===== src/rtl/alu_mc_if.sv =====
// Handshake and operand/result bundle for the multi-cycle ALU.
interface alu_mc_if #(
    parameter int XLEN = 32
);
    logic            kill;
    logic            in_valid;
    logic            in_ready;
    logic [3:0]      alu_op;
    logic [XLEN-1:0] ina;
    logic [XLEN-1:0] inb;
    logic            out_valid;
    logic            out_ready;
    logic [XLEN-1:0] result;
    logic            zero;

    modport master (
        output kill, in_valid, alu_op, ina, inb, out_ready,
        input  in_ready, out_valid, result, zero
    );

    modport slave (
        input  kill, in_valid, alu_op, ina, inb, out_ready,
        output in_ready, out_valid, result, zero
    );
endinterface


===== src/rtl/alu_mc.sv =====
// Multi-cycle RV32I/M ALU: single-cycle logic/arith/shift ops, iterative
// one-bit-per-cycle shift-add multiply and restoring divide.
module alu_mc #(
    parameter int XLEN = 32,
    parameter int SHW  = 5
) (
    input logic     clk,
    input logic     rst_n,
    alu_mc_if.slave bus
);

    localparam logic [1:0] IDLE = 2'b00;
    localparam logic [1:0] BUSY = 2'b01;
    localparam logic [1:0] DONE = 2'b10;

    localparam logic [SHW-1:0] CNT_LAST = SHW'(XLEN - 1);

    logic [1:0]      state;
    logic [SHW-1:0]  cnt;
    logic [3:0]      op_r;
    logic [XLEN-1:0] a_r;
    logic [XLEN-1:0] b_r;
    // hi/lo: product halves for multiply, remainder/quotient for divide.
    // m: multiplicand for multiply, divisor magnitude for divide.
    logic [XLEN-1:0] hi;
    logic [XLEN-1:0] lo;
    logic [XLEN-1:0] m;
    logic [XLEN-1:0] res_p1;
    logic            zero_p1;

    logic [XLEN-1:0] nxt_hi;
    logic [XLEN-1:0] nxt_lo;
    logic [XLEN-1:0] fin;
    logic [XLEN-1:0] res_1c;

    function automatic logic [XLEN-1:0] cond_neg(input logic [XLEN-1:0] x, input logic neg);
        return neg ? (~x + 1'b1) : x;
    endfunction

    function automatic logic [XLEN-1:0] magnitude(input logic [XLEN-1:0] x, input logic sgn);
        return cond_neg(x, sgn & x[XLEN-1]);
    endfunction

    // Codes 1010..1111 take the iterative path; 1000/1001 are single-cycle.
    function automatic logic is_multi(input logic [3:0] op);
        return op[3] & (op[2] | op[1]);
    endfunction

    function automatic logic [XLEN-1:0] alu_1c(input logic [3:0] op,
                                               input logic [XLEN-1:0] a,
                                               input logic [XLEN-1:0] b);
        logic signed [XLEN-1:0] sa;
        logic signed [XLEN-1:0] sb;
        logic signed [XLEN-1:0] sra;
        logic [XLEN-1:0]        r;
        sa  = a;
        sb  = b;
        sra = sa >>> b[SHW-1:0];
        case (op)
            4'b0010: r = a + b;
            4'b0110: r = a - b;
            4'b0000: r = a & b;
            4'b0001: r = a | b;
            4'b0011: r = a ^ b;
            4'b0100: r = a << b[SHW-1:0];
            4'b0101: r = a >> b[SHW-1:0];
            4'b1001: r = sra;
            4'b0111: r = {{(XLEN-1){1'b0}}, (a < b)};
            4'b1000: r = {{(XLEN-1){1'b0}}, (sa < sb)};
            default: r = '0;
        endcase
        return r;
    endfunction

    assign res_1c        = alu_1c(bus.alu_op, bus.ina, bus.inb);
    assign bus.in_ready  = (state == IDLE);
    assign bus.out_valid = (state == DONE);
    assign bus.result    = res_p1;
    assign bus.zero      = zero_p1;

    // One iteration of multiply or divide, plus the sign-fixed final value.
    always_comb begin
        logic [XLEN:0] sum;
        logic [XLEN:0] shifted;
        logic [XLEN:0] dsub;
        logic          ge;
        logic          q_neg;
        logic          r_neg;
        nxt_hi  = hi;
        nxt_lo  = lo;
        fin     = '0;
        sum     = {1'b0, hi} + (lo[0] ? {1'b0, m} : '0);
        shifted = {hi, lo[XLEN-1]};
        dsub    = shifted - {1'b0, m};
        ge      = (shifted >= {1'b0, m});
        q_neg   = op_r[1] & (a_r[XLEN-1] ^ b_r[XLEN-1]);
        r_neg   = op_r[1] & a_r[XLEN-1];
        if (op_r[2] == 1'b0) begin
            nxt_hi = sum[XLEN:1];
            nxt_lo = {sum[0], lo[XLEN-1:1]};
            fin    = op_r[0] ? nxt_hi : nxt_lo;
        end else begin
            nxt_hi = ge ? dsub[XLEN-1:0] : shifted[XLEN-1:0];
            nxt_lo = {lo[XLEN-2:0], ge};
            if (b_r == '0)
                fin = op_r[0] ? a_r : '1;
            else if (op_r[0])
                fin = cond_neg(nxt_hi, r_neg);
            else
                fin = cond_neg(nxt_lo, q_neg);
        end
    end

    // Control FSM and iteration counter; kill overrides accept and completion.
    always_ff @(posedge clk or negedge rst_n) begin
        if (!rst_n) begin
            state <= IDLE;
            cnt   <= '0;
        end else if (bus.kill) begin
            state <= IDLE;
            cnt   <= '0;
        end else begin
            case (state)
                IDLE: begin
                    if (bus.in_valid) begin
                        state <= is_multi(bus.alu_op) ? BUSY : DONE;
                        cnt   <= '0;
                    end
                end
                BUSY: begin
                    cnt <= cnt + 1'b1;
                    if (cnt == CNT_LAST)
                        state <= DONE;
                end
                DONE: begin
                    if (bus.out_ready)
                        state <= IDLE;
                end
                default: state <= IDLE;
            endcase
        end
    end

    // Registered result and zero flag; held through kill and while stalled.
    always_ff @(posedge clk or negedge rst_n) begin
        if (!rst_n) begin
            res_p1  <= '0;
            zero_p1 <= 1'b0;
        end else if (!bus.kill) begin
            if (state == IDLE && bus.in_valid && !is_multi(bus.alu_op)) begin
                res_p1  <= res_1c;
                zero_p1 <= (res_1c == '0);
            end else if (state == BUSY && cnt == CNT_LAST) begin
                res_p1  <= fin;
                zero_p1 <= (fin == '0);
            end
        end
    end

    // Operand latch at accept and iterative datapath state.
    always_ff @(posedge clk) begin
        if (state == IDLE && bus.in_valid && !bus.kill) begin
            op_r <= bus.alu_op;
            a_r  <= bus.ina;
            b_r  <= bus.inb;
            if (bus.alu_op[2] == 1'b0) begin
                hi <= '0;
                lo <= bus.inb;
                m  <= bus.ina;
            end else begin
                hi <= '0;
                lo <= magnitude(bus.ina, bus.alu_op[1]);
                m  <= magnitude(bus.inb, bus.alu_op[1]);
            end
        end else if (state == BUSY) begin
            hi <= nxt_hi;
            lo <= nxt_lo;
        end
    end

endmodule

===== src/flat_wrapper.sv =====
// flat-port wrapper written by rule: the top's interface ports become plain ports
module alu_mc_flat 
#(
    parameter int XLEN = 32,
    parameter int SHW  = 5
)
  (clk, rst_n, bus_kill, bus_in_valid, bus_alu_op, bus_ina, bus_inb, bus_out_ready, bus_in_ready, bus_out_valid, bus_result, bus_zero);
  alu_mc_if #(.XLEN(XLEN)) bus_i ();
  input logic clk;
  input logic rst_n;
  input wire logic [$bits(bus_i.kill)-1:0] bus_kill;
  input wire logic [$bits(bus_i.in_valid)-1:0] bus_in_valid;
  input wire logic [$bits(bus_i.alu_op)-1:0] bus_alu_op;
  input wire logic [$bits(bus_i.ina)-1:0] bus_ina;
  input wire logic [$bits(bus_i.inb)-1:0] bus_inb;
  input wire logic [$bits(bus_i.out_ready)-1:0] bus_out_ready;
  output wire logic [$bits(bus_i.in_ready)-1:0] bus_in_ready;
  output wire logic [$bits(bus_i.out_valid)-1:0] bus_out_valid;
  output wire logic [$bits(bus_i.result)-1:0] bus_result;
  output wire logic [$bits(bus_i.zero)-1:0] bus_zero;
  assign bus_i.kill = bus_kill;
  assign bus_i.in_valid = bus_in_valid;
  assign bus_i.alu_op = bus_alu_op;
  assign bus_i.ina = bus_ina;
  assign bus_i.inb = bus_inb;
  assign bus_i.out_ready = bus_out_ready;
  assign bus_in_ready = bus_i.in_ready;
  assign bus_out_valid = bus_i.out_valid;
  assign bus_result = bus_i.result;
  assign bus_zero = bus_i.zero;
  alu_mc #(.XLEN(XLEN), .SHW(SHW)) u_core (.clk(clk), .rst_n(rst_n), .bus(bus_i));
endmodule

===== config.mk =====
export PLATFORM = sky130hd
export DESIGN_NAME = alu_mc_flat
export DESIGN_NICKNAME = d
export VERILOG_FILES = /design/src/rtl/alu_mc_if.sv /design/src/rtl/alu_mc.sv /design/src/flat_wrapper.sv
export SDC_FILE = /design/constraint.sdc
export NUM_CORES = 1
export LEC_CHECK = 0
export BUFFER_PORTS_ARGS = -buffer_cell sky130_fd_sc_hd__buf_2
export CAP_MARGIN = 25
export CORE_UTILIZATION = 23
export CTS_CLUSTER_SIZE = 8
export DETAILED_ROUTE_END_ITERATION = 10
export GPL_TIMING_DRIVEN = 1
export PLACE_DENSITY = 0.43
export SLEW_MARGIN = 25
export SYNTH_ARGS = -nofsm -noshare
export SYNTH_HDL_FRONTEND = slang
export SYNTH_SLANG_ARGS = --single-unit

===== constraint.sdc =====
create_clock -name clk -period 17.4 [get_ports clk]
set_input_delay 1.74 -clock clk [delete_from_list [all_inputs] [get_ports clk]]
set_output_delay 1.74 -clock clk [all_outputs]
set_load 0.01 [all_outputs]

## Yosys cells after proc, flatten, opt, wreduce, memory -nomap -nowiden

Index checks and enable logic that the tools add are counted.

| word-level totals | value |
|---|---|
| register bits after elaboration | 203 |
| word-level logic and storage cells | 103 |
| output and inout port bits | 35 |
| input bits | 73 |

| operators by class | value |
|---|---|
| muxes and demuxes | 31 |
| reductions and logical operators | 17 |
| add/subtract/negate cells | 9 |
| bitwise logic cells | 15 |
| order comparisons | 3 |
| shifts and indexed selects | 3 |
| eq/ne operators | 15 |

Operators with widths:

| operator | count |
|---|---|
| 2-to-1 mux 32 bit | 19 |
| one-hot mux 32 bit (10 select lines) | 1 |
| adder 32 x 1 -> 32 bit, second input constant | 4 |
| inverter 32 bit | 4 |
| zero test 32 bit | 3 |
| < comparator 32 bit | 2 |
| subtractor 32 bit | 2 |
| adder 32 x 32 -> 33 bit | 1 |
| greater-or-equal comparator 33 x 32 -> 1 bit | 1 |
| adder 32 bit | 1 |
| AND 32 bit | 1 |
| OR 32 bit | 1 |
| left shift 32 x 5 -> 32 bit | 1 |
| >> shifter 32 x 5 -> 32 bit | 1 |
| >>> shifter 32 x 5 -> 32 bit | 1 |
| bitwise XOR 32 bit | 1 |
| equality test 4 x 3 -> 1 bit, second input constant | 4 |
| 2-to-1 mux 2 bit | 5 |
| 2-to-1 mux 5 bit | 2 |
| one-hot mux 5 bit (2 select lines) | 1 |
| equality test 4 x 2 -> 1 bit, second input constant | 2 |
| equality test 4 bit, second input constant | 2 |
| != test 3 bit, second input constant | 2 |
| one-hot mux 2 bit (3 select lines) | 1 |
| 19 further kinds | 30 |

## Longest topological paths before layout

Gate-level depths: netlist of the first run.

| logic depth | value |
|---|---|
| depth in word-level cells | 11 |
| mapped depth | 29 |
| gate-level depth less buffers | 24 |

## Least setup slack after synthesis of the first run

No wires, ideal clock.

| path | value |
|---|---|
| kind | input to register |
| start | in bus_inb[2] |
| end | reg u_core.zero_p1 (netlist: u_core.bus.zero) |
| data required time | 17.331 ns |
| setup time | 0.069 ns |
| path buffers | 6 |
| slack | 10.358 ns |
| arrival time | 6.973 ns |
| stages on the path | 23 |
| cells stage by stage | clkbuf_1 > inv_1 > clkbuf_1 > buf_1 > buf_1 > clkbuf_1 > ha_1 > clkbuf_1 > inv_1 > a21oi_1 > o311ai_0 > a221o_1 > a211oi_1 > o21bai_1 > a31o_2 > a221o_1 > a221o_1 > and2_1 > o22ai_1 > and3_1 > nand2b_1 > or4_1 > nand3_1 |

| on the way | value |
|---|---|
| longest elaborated chain between the ends | 4 |
| elaborated cells between the ends (all ways) | 13 |
| classes of those cells | 2 x add/sub; 2 x order compare; 3 x shift; 2 x mux; 3 x bitwise; 1 x reduce/logical |

Ends and longest elaborated chain:

| element | line | source |
|---|---|---|
| start: declaration | flat_wrapper.sv:15 | `input wire logic [$bits(bus_i.inb)-1:0] bus_inb;` |
| subtractor 32 bit (tied with other cells) | alu_mc.sv:61 | `4'b0110: r = a - b;` |
| one-hot mux 32 bit (10 select lines) (*) | alu_mc.sv:59 | `case (op)` |
| zero test 32 bit (*) | alu_mc.sv:152 | `zero_p1 <= (res_1c == '0);` |
| 2-to-1 mux 1 bit (*) | alu_mc.sv:150 | `if (state == IDLE && bus.in_valid && !is_multi(bus.alu_op)) begin` |
| end signal: assignment | alu_mc.sv:152 |  |
| end signal: assignment | alu_mc.sv:155 | `zero_p1 <= (fin == '0);` |
| end: declaration | alu_mc.sv:29 | `logic zero_p1;` |

Mark *: on every way between the ends. The rest lies on a longest branch, timed or not.
A chain may end at the register's enable or synchronous reset.

## Final worst setup path of the first run

| path | value |
|---|---|
| start | reg u_core.hi[2] |
| end | reg u_core.zero_p1 (netlist: u_core.bus.zero) |

| on the way | value |
|---|---|
| longest elaborated chain between the ends | 11 |
| elaborated cells between the ends (all ways) | 17 |
| classes of those cells | 4 x add/sub; 1 x order compare; 9 x mux; 2 x bitwise; 1 x reduce/logical |

Ends and longest elaborated chain:

| element | line | source |
|---|---|---|
| start: declaration | alu_mc.sv:25 | `logic [XLEN-1:0] hi;` |
| start signal: assignment | alu_mc.sv:176 | `hi <= nxt_hi;` |
| subtractor 32 bit or greater-or-equal comparator 33 x 32 -> 1 bit (tied branches) | alu_mc.sv:94, alu_mc.sv:95 |  |
| 2-to-1 mux 32 bit | alu_mc.sv:103 | `nxt_hi = ge ? dsub[XLEN-1:0] : shifted[XLEN-1:0];` |
| inverter 32 bit | alu_mc.sv:37 | `return neg ? (~x + 1'b1) : x;` |
| adder 32 x 1 -> 32 bit | alu_mc.sv:37 |  |
| 2-to-1 mux 32 bit | alu_mc.sv:37 |  |
| 2-to-1 mux 32 bit | alu_mc.sv:107 | `else if (op_r[0])` |
| 2-to-1 mux 32 bit | alu_mc.sv:105 | `if (b_r == '0)` |
| 2-to-1 mux 32 bit (*) | alu_mc.sv:98 | `if (op_r[2] == 1'b0) begin` |
| zero test 32 bit (*) | alu_mc.sv:155 |  |
| 2-to-1 mux 1 bit (*) | alu_mc.sv:153 | `end else if (state == BUSY && cnt == CNT_LAST) begin` |
| 2-to-1 mux 1 bit (*) | alu_mc.sv:150 |  |

Mark *: on every way between the ends. The rest lies on a longest branch, timed or not. The select of a mux whose other input is x is not followed.

==> results of run 1 <==
[critical path, cell delays in order, from the launching register on]
cell and delay (ns):
sky130_fd_sc_hd__dfxtp_1 0.55, sky130_fd_sc_hd__ha_1 0.38, sky130_fd_sc_hd__a21oi_2 0.26, sky130_fd_sc_hd__nor2_1 0.09, sky130_fd_sc_hd__nor3_1 0.65, sky130_fd_sc_hd__a211oi_2 0.21, sky130_fd_sc_hd__nor3_4 0.48, sky130_fd_sc_hd__a21oi_4 0.14
sky130_fd_sc_hd__mux2i_1 0.31, sky130_fd_sc_hd__ha_1 0.25, sky130_fd_sc_hd__nand2_1 0.10, sky130_fd_sc_hd__or4_1 0.41, sky130_fd_sc_hd__a211oi_1 0.27, sky130_fd_sc_hd__a311o_1 0.19, sky130_fd_sc_hd__xnor2_1 0.17, sky130_fd_sc_hd__o221ai_1 0.42
sky130_fd_sc_hd__or4b_1 0.65, sky130_fd_sc_hd__or4b_1 0.58, sky130_fd_sc_hd__or4_1 0.62, sky130_fd_sc_hd__a211o_1 0.30, sky130_fd_sc_hd__or4_1 0.53, sky130_fd_sc_hd__nand3_1 0.11
[synthesized netlist by cell type (all sizes together), types with 57 or more instances]
master,number,area share
a211oi,66,0.020
xnor2,125,0.043
clkbuf,201,0.030
a21oi,295,0.059
ha,167,0.082
mux2i,135,0.053
nor2,405,0.060
o211ai,78,0.023
nor3,68,0.014
edfxtp,131,0.15
nand3,57,0.011
nand2,332,0.049
o21ai,275,0.054
inv,158,0.023
[cell type report]
| class | count | area share |
|---|---|---|
| Clock inverter | 4 | 0.00128 |
| Inverter | 159 | 0.0211 |
| Multi-Input combinational cell | 2745 | 0.648 |
| Timing Repair Buffer | 168 | 0.0353 |
| Clock buffer | 54 | 0.0316 |
| Tap cell | 1476 | 0.0653 |
| Antenna cell | 6 | 0.000531 |
| Sequential cell | 203 | 0.197 |
[flip-flops by register name (all words and copies together) (netlist names)]
name	count
u_core.a_r	32
u_core.b_r	32
u_core.bus.result	32
u_core.hi	32
u_core.lo	32
u_core.m	32
u_core.cnt	5
u_core.op_r	3
u_core.state	2
u_core.bus.zero	1
[power by group through the flow]
| stage | sequential (mW) | combinational (mW) | clock [mW] |
|---|---|---|---|
| global route | 0.658 | 1.22 | 0.632 |
| floorplan | 0.644 | 0.710 | 0 |
| global placement | 0.658 | 1.11 | 0 |
| CTS | 0.649 | 1.11 | 0.616 |
| finish | 0.650 | 1.13 | 0.599 |
| detailed placement | 0.658 | 1.10 | 0 |
[logic make-up after synthesis]
logic type,Yosys count,synth area share
AOI/OAI and AO/OA,1147,0.295
and+or+nand+nor,1084,0.193
buffers and inverters,412,0.0618
DFF,203,0.220
muxes,183,0.0896
adders and majority gates,171,0.0855
xor gates and xnor gates,160,0.0552
[routing by layer]
metal / wire length [um] / track usage
met4: 4500 / 0.0762
met5: 26 / 0
met3: 7360 / 0.0231
met2: 57800 / 0.358
met1: 56900 / 0.301
[final timing paths]
check                      depth (start not counted)              endpoint  slack [ns]                 start
min in group asynchronous                          2         u_core.cnt[3]        1.25                 rst_n
max in group asynchronous                          2  u_core.bus.result[1]       15.66                 rst_n
hold / removal                                     2  u_core.bus.result[8]        0.47  u_core.bus.result[8]
setup reg to reg                                  21       u_core.bus.zero        9.63          u_core.hi[2]
setup / recovery                                  21       u_core.bus.zero        9.63          u_core.hi[2]
hold reg to reg                                    2  u_core.bus.result[8]        0.47  u_core.bus.result[8]
[stage by stage]
stage / utilization / cells
6_report: 0.259 / 4815
5_1_grt: 0.259 / 4809
4_1_cts: 0.259 / 4809
3_5_place_dp: 0.250 / 4751
3_3_place_gp: 0.250 / 4751
2_1_floorplan: - / 3360
==> impl_metrics.json, run 1 <==
{
  "run_status": "complete, no violations",
  "seqCellArea_sq_um": 5580,
  "syn_to_final_growth_pct": 11.3,
  "cp.required_ns": 17.95,
  "power.sequential.fraction": 0.273,
  "ratio_of_routed_vias_to_standard_cells": 5.51,
  "achievable-frequency_mhz": 129,
  "n_fill_cell": 12100,
  "critical_path.max_fanout": 9,
  "routability_driven_placement_congestion_ratio": 0.952,
  "syn_area_sq_um": 25400,
  "cts-htree-levels": 1,
  "numCtsBuffers": 31,
  "grt_pass1_wl_um": 184000,
  "grt.total_usage": 0.220,
  "power_per_cell_area_nw_per_um2": 84.0,
  "startpoint_type": "flop",
  "antenna_found_initial": 8,
  "mostFrequentLayoutCells": "402 x sky130_fd_sc_hd__nor2_1, 332 x sky130_fd_sc_hd__nand2_1, 292 x sky130_fd_sc_hd__a21oi_1",
  "yosysWarningCount": 0,
  "switch_pwr_mw": 1.07,
  "synthesis.nets": 3604,
  "final.period_utilization": 0.446,
  "switching_part_of_the_total_power": 0.452,
  "ys_types": 95,
  "worst-slew-pin-transition_ns": 0.970,
  "critPathKind": "flop to flop",
  "dp_hpwl_um": 99300,
  "cts_hold_buf": 0,
  "max-cap-violations": 0,
  "slew_headroom": 0.335,
  "final_common_cell": "sky130_fd_sc_hd__nor2_1",
  "post_cts_resized": 0,
  "vias_in_the_first_global_route": 25500,
  "final_layout_size_suffix_gt1_frac": 0.0918,
  "report.final.slew_viol_count": 0,
  "grt-ovfl-total": 0,
  "largest_net_degree_at_the_start_of_global_routing": 99,
  "multiInputGateArea_sq_um": 18300,
  "static-leakage-power_nw": 11.1,
  "drtAntennaViolNets": 0,
  "power_frac_clock": 0.252,
  "timing.final.setup_violations": 0,
  "clkTransAtPathRegs_ns": 0.06,
  "final_net_count": 3552,
  "final_critical_path_setup_slack_ns": 9.63,
  "power.total_mw": 2.38,
  "comb_power_share": 0.474,
  "holdWs_ns": 0.475,
  "floorplan.die_area_sq_um": 112000,
  "min_path_type": "flop to flop",
  "route.vias.total": 26600,
  "die_height_um": 334,
  "fp-row-count": 121,
  "drtIter0Drc": 2931,
  "synth.avg_cell_area_sq_um": 7.56,
  "postCtsSetupBuffers": 0,
  "synth-edff-count": 131,
  "timing.final.hold_violations": 0,
  "endpoint_kind": "flop",
  "clk-insertion-delay-late_ns": 0.63,
  "cts-root-buf": "sky130_fd_sc_hd__clkbuf_16",
  "fin_skew_ns": 0.0230,
  "unrepaired_setup_endpoints_after_global_routing": "false",
  "top_level_port_count": 108,
  "setup-tns-final_ns": 0,
  "routed_wire_length_per_instance_um": 26.3,
  "port-buffer-count": 107,
  "synth_sequential_area_ratio": 0.220,
  "synthesis.instances": 3360,
  "cts_tree": "done",
  "die_width_um": 334,
  "core-area_sq_um": 109000,
  "ffs_w_async_s_r_synth": 0.197,
  "tritoncts_num_sinks": 203,
  "initial_core_util": 0.233,
  "layout_min_cycle_time_ns": 7.77,
  "cell_internal_power_mw": 1.30,
  "placedInstanceArea_sq_um": 27300,
  "post-route-cell-area_sq_um": 28300,
  "worst_case_vdd_ir_drop_mv": 0.0836,
  "placement.setup.worst_slack_ns": 9.84,
  "wirelength_um": 127000,
  "cts_max_path_buffers": 3,
  "firstDrtPassIters": 6,
  "synth_ff_type": "sky130_fd_sc_hd__edfxtp_1",
  "critPathArrivalTime_ns": 8.32,
  "drc": 0,
  "synth_seq_cells": 203
}
Power figures use the tool's default switching activity.
==> run 2: changes to the inputs <==
==> constraint.sdc (replaced) <==
create_clock -name clk -period 8 [get_ports clk]
set_input_delay 0.8 -clock clk [delete_from_list [all_inputs] [get_ports clk]]
set_output_delay 0.8 -clock clk [all_outputs]
set_load 0.01 [all_outputs]
==> run 2 against run 1 <==
Net effect: combinational power grew 120%; first-iteration DRC count is 0.68% lower; maximum frequency increased by 7.6%; clock power is 110% higher; final cell count shrank 0.10%; total power up 120%; final area decreased by 0.15%; worst setup slack got worse by 8.9 ns; sequential cell count stayed put; worst hold slack got worse by 0.16 ns; die area is the same; global-route usage shrank 0.33 points; critical endpoint unchanged.
==> impl_metrics.json, run 2 (synthesis gave the netlist of run 1 again) <==
{
  "post_cts_resized": 0,
  "switching_part_of_the_total_power": 0.455,
  "syn_to_final_growth_pct": 11.2,
  "achievable-frequency_mhz": 138,
  "final_common_cell": "sky130_fd_sc_hd__nor2_1",
  "clk-insertion-delay-late_ns": 0.61,
  "cts_hold_buf": 0,
  "max-cap-violations": 0,
  "dp_hpwl_um": 98400,
  "setup-tns-final_ns": 0,
  "layout_min_cycle_time_ns": 7.22,
  "worst-slew-pin-transition_ns": 1.09,
  "fin_util": 0.259,
  "top_level_port_count": 108,
  "routability_driven_placement_congestion_ratio": 0.952,
  "numCtsBuffers": 30,
  "min_path_type": "primary input to async pin",
  "power.sequential.fraction": 0.272,
  "report.final.slew_viol_count": 0,
  "power_per_cell_area_nw_per_um2": 182,
  "ratio_of_routed_vias_to_standard_cells": 5.55,
  "cts-root-buf": "sky130_fd_sc_hd__clkbuf_16",
  "initial_core_util": 0.233,
  "routed_wire_length_per_instance_um": 26.0,
  "wirelength_um": 125000,
  "vias_in_the_first_global_route": 25200,
  "cts_max_path_buffers": 3,
  "cts_tree": "done",
  "post-route-cell-area_sq_um": 28200,
  "postCtsSetupBuffers": 0,
  "core-area_sq_um": 109000,
  "critPathArrivalTime_ns": 7.76,
  "placement.setup.worst_slack_ns": 0.885,
  "route.vias.total": 26700,
  "grt_pass1_wl_um": 181000,
  "n_fill_cell": 12100,
  "power_frac_clock": 0.240,
  "endpoint_kind": "flop",
  "die_height_um": 334,
  "clkTransAtPathRegs_ns": 0.06,
  "cp.required_ns": 8.54,
  "comb_power_share": 0.488,
  "critical_path.max_fanout": 9,
  "grt-ovfl-total": 0,
  "antenna_found_initial": 9,
  "final_net_count": 3554,
  "final.period_utilization": 0.903,
  "mostFrequentLayoutCells": "401 x sky130_fd_sc_hd__nor2_1, 332 x sky130_fd_sc_hd__nand2_1, 292 x sky130_fd_sc_hd__a21oi_1",
  "fp-row-count": 121,
  "timing.final.hold_violations": 0,
  "unrepaired_setup_endpoints_after_global_routing": "false",
  "fin_skew_ns": 0.0453,
  "drc": 0,
  "worst_case_vdd_ir_drop_mv": 0.164,
  "final_critical_path_setup_slack_ns": 0.780,
  "run_status": "complete, no violations",
  "timing.final.setup_violations": 0,
  "largest_net_degree_at_the_start_of_global_routing": 93,
  "critPathKind": "flop to flop",
  "die_width_um": 334,
  "static-leakage-power_nw": 11.0,
  "cell_internal_power_mw": 2.80,
  "startpoint_type": "flop",
  "drtIter0Drc": 2911,
  "tritoncts_num_sinks": 203,
  "slew_headroom": 0.266,
  "final_layout_size_suffix_gt1_frac": 0.0921,
  "switch_pwr_mw": 2.34,
  "grt.total_usage": 0.217,
  "firstDrtPassIters": 6,
  "drtAntennaViolNets": 0,
  "port-buffer-count": 107,
  "cts-htree-levels": 1,
  "placedInstanceArea_sq_um": 27400,
  "floorplan.die_area_sq_um": 112000
}
[run 2: power by group through the flow]
stage | sequential (mW) | clock, mW | combinational, mW
after global routing | 1.42 | 1.29 | 2.68
final | 1.40 | 1.23 | 2.50
after floorplan | 1.40 | 0 | 1.54
after CTS | 1.40 | 1.26 | 2.45
after detailed placement | 1.42 | 0 | 2.44
after global placement | 1.41 | 0 | 2.47
[run 2: path summary, 6_finish.rpt]
kind,start,to,slack (ns),cells after the start
setup / recovery,u_core.hi[18],u_core.bus.zero,0.78,22
hold / removal,rst_n,u_core.cnt[2],0.31,2
setup reg to reg,u_core.hi[18],u_core.bus.zero,0.78,22
hold reg to reg,u_core.bus.result[13],u_core.bus.result[13],0.47,2
max in group asynchronous,rst_n,u_core.bus.result[2],7.22,2
min in group clk,bus_out_ready,u_core.state[1],0.38,2
[run 2: metal layers]
metal,up-vias,global-route usage,wire (um)
li1,12400,-,-
met1,13100,0.302,56400
met2,1120,0.351,56900
met3,161,0.0224,7540
met4,6,0.0641,4140
met5,-,0,41
[run 2: critical path, cell delays in order, from the launching register on]
cell                       delay [ns]
sky130_fd_sc_hd__dfxtp_1         0.41
sky130_fd_sc_hd__ha_1            0.43
sky130_fd_sc_hd__nand2_1         0.16
sky130_fd_sc_hd__nor3_2          0.31
sky130_fd_sc_hd__nand2_1         0.18
sky130_fd_sc_hd__o41ai_4         0.68
sky130_fd_sc_hd__nor2_2          0.12
sky130_fd_sc_hd__a21oi_4         0.25
sky130_fd_sc_hd__mux2i_1         0.32
sky130_fd_sc_hd__ha_1            0.24
sky130_fd_sc_hd__and2_1          0.21
sky130_fd_sc_hd__o311ai_0        0.18
sky130_fd_sc_hd__a21oi_1         0.28
sky130_fd_sc_hd__and3_1          0.27
sky130_fd_sc_hd__a211oi_1        0.15
sky130_fd_sc_hd__xnor2_1         0.24
sky130_fd_sc_hd__a221oi_1        0.12
sky130_fd_sc_hd__or4b_1          0.56
sky130_fd_sc_hd__or4b_1          0.54
sky130_fd_sc_hd__or4_1           0.63
sky130_fd_sc_hd__a211o_1         0.30
sky130_fd_sc_hd__or4_1           0.46
sky130_fd_sc_hd__nand3_1         0.10
[run 2: cell type report]
class                      count  area (sq um)  share of cell area
sequential                   203          5580               0.198
clock buffer                  52           855              0.0303
timing repair buffer         171          1020              0.0362
inverter                     159           597              0.0211
tap                         1476          1850              0.0654
clock inverter                 3          13.8            0.000488
multi-input combinational   2745         18300               0.649
antenna                        1          2.50           0.0000887
[run 2: metrics by stage]
stage	total power, mW	instances	hold WS [ns]
3_5_place_dp	3.86	4754	0.466
5_1_grt	5.39	4809	0.371
2_1_floorplan	2.94	3360	0.472
3_3_place_gp	3.88	4754	0.461
6_report	5.13	4810	0.312
4_1_cts	5.12	4809	0.336
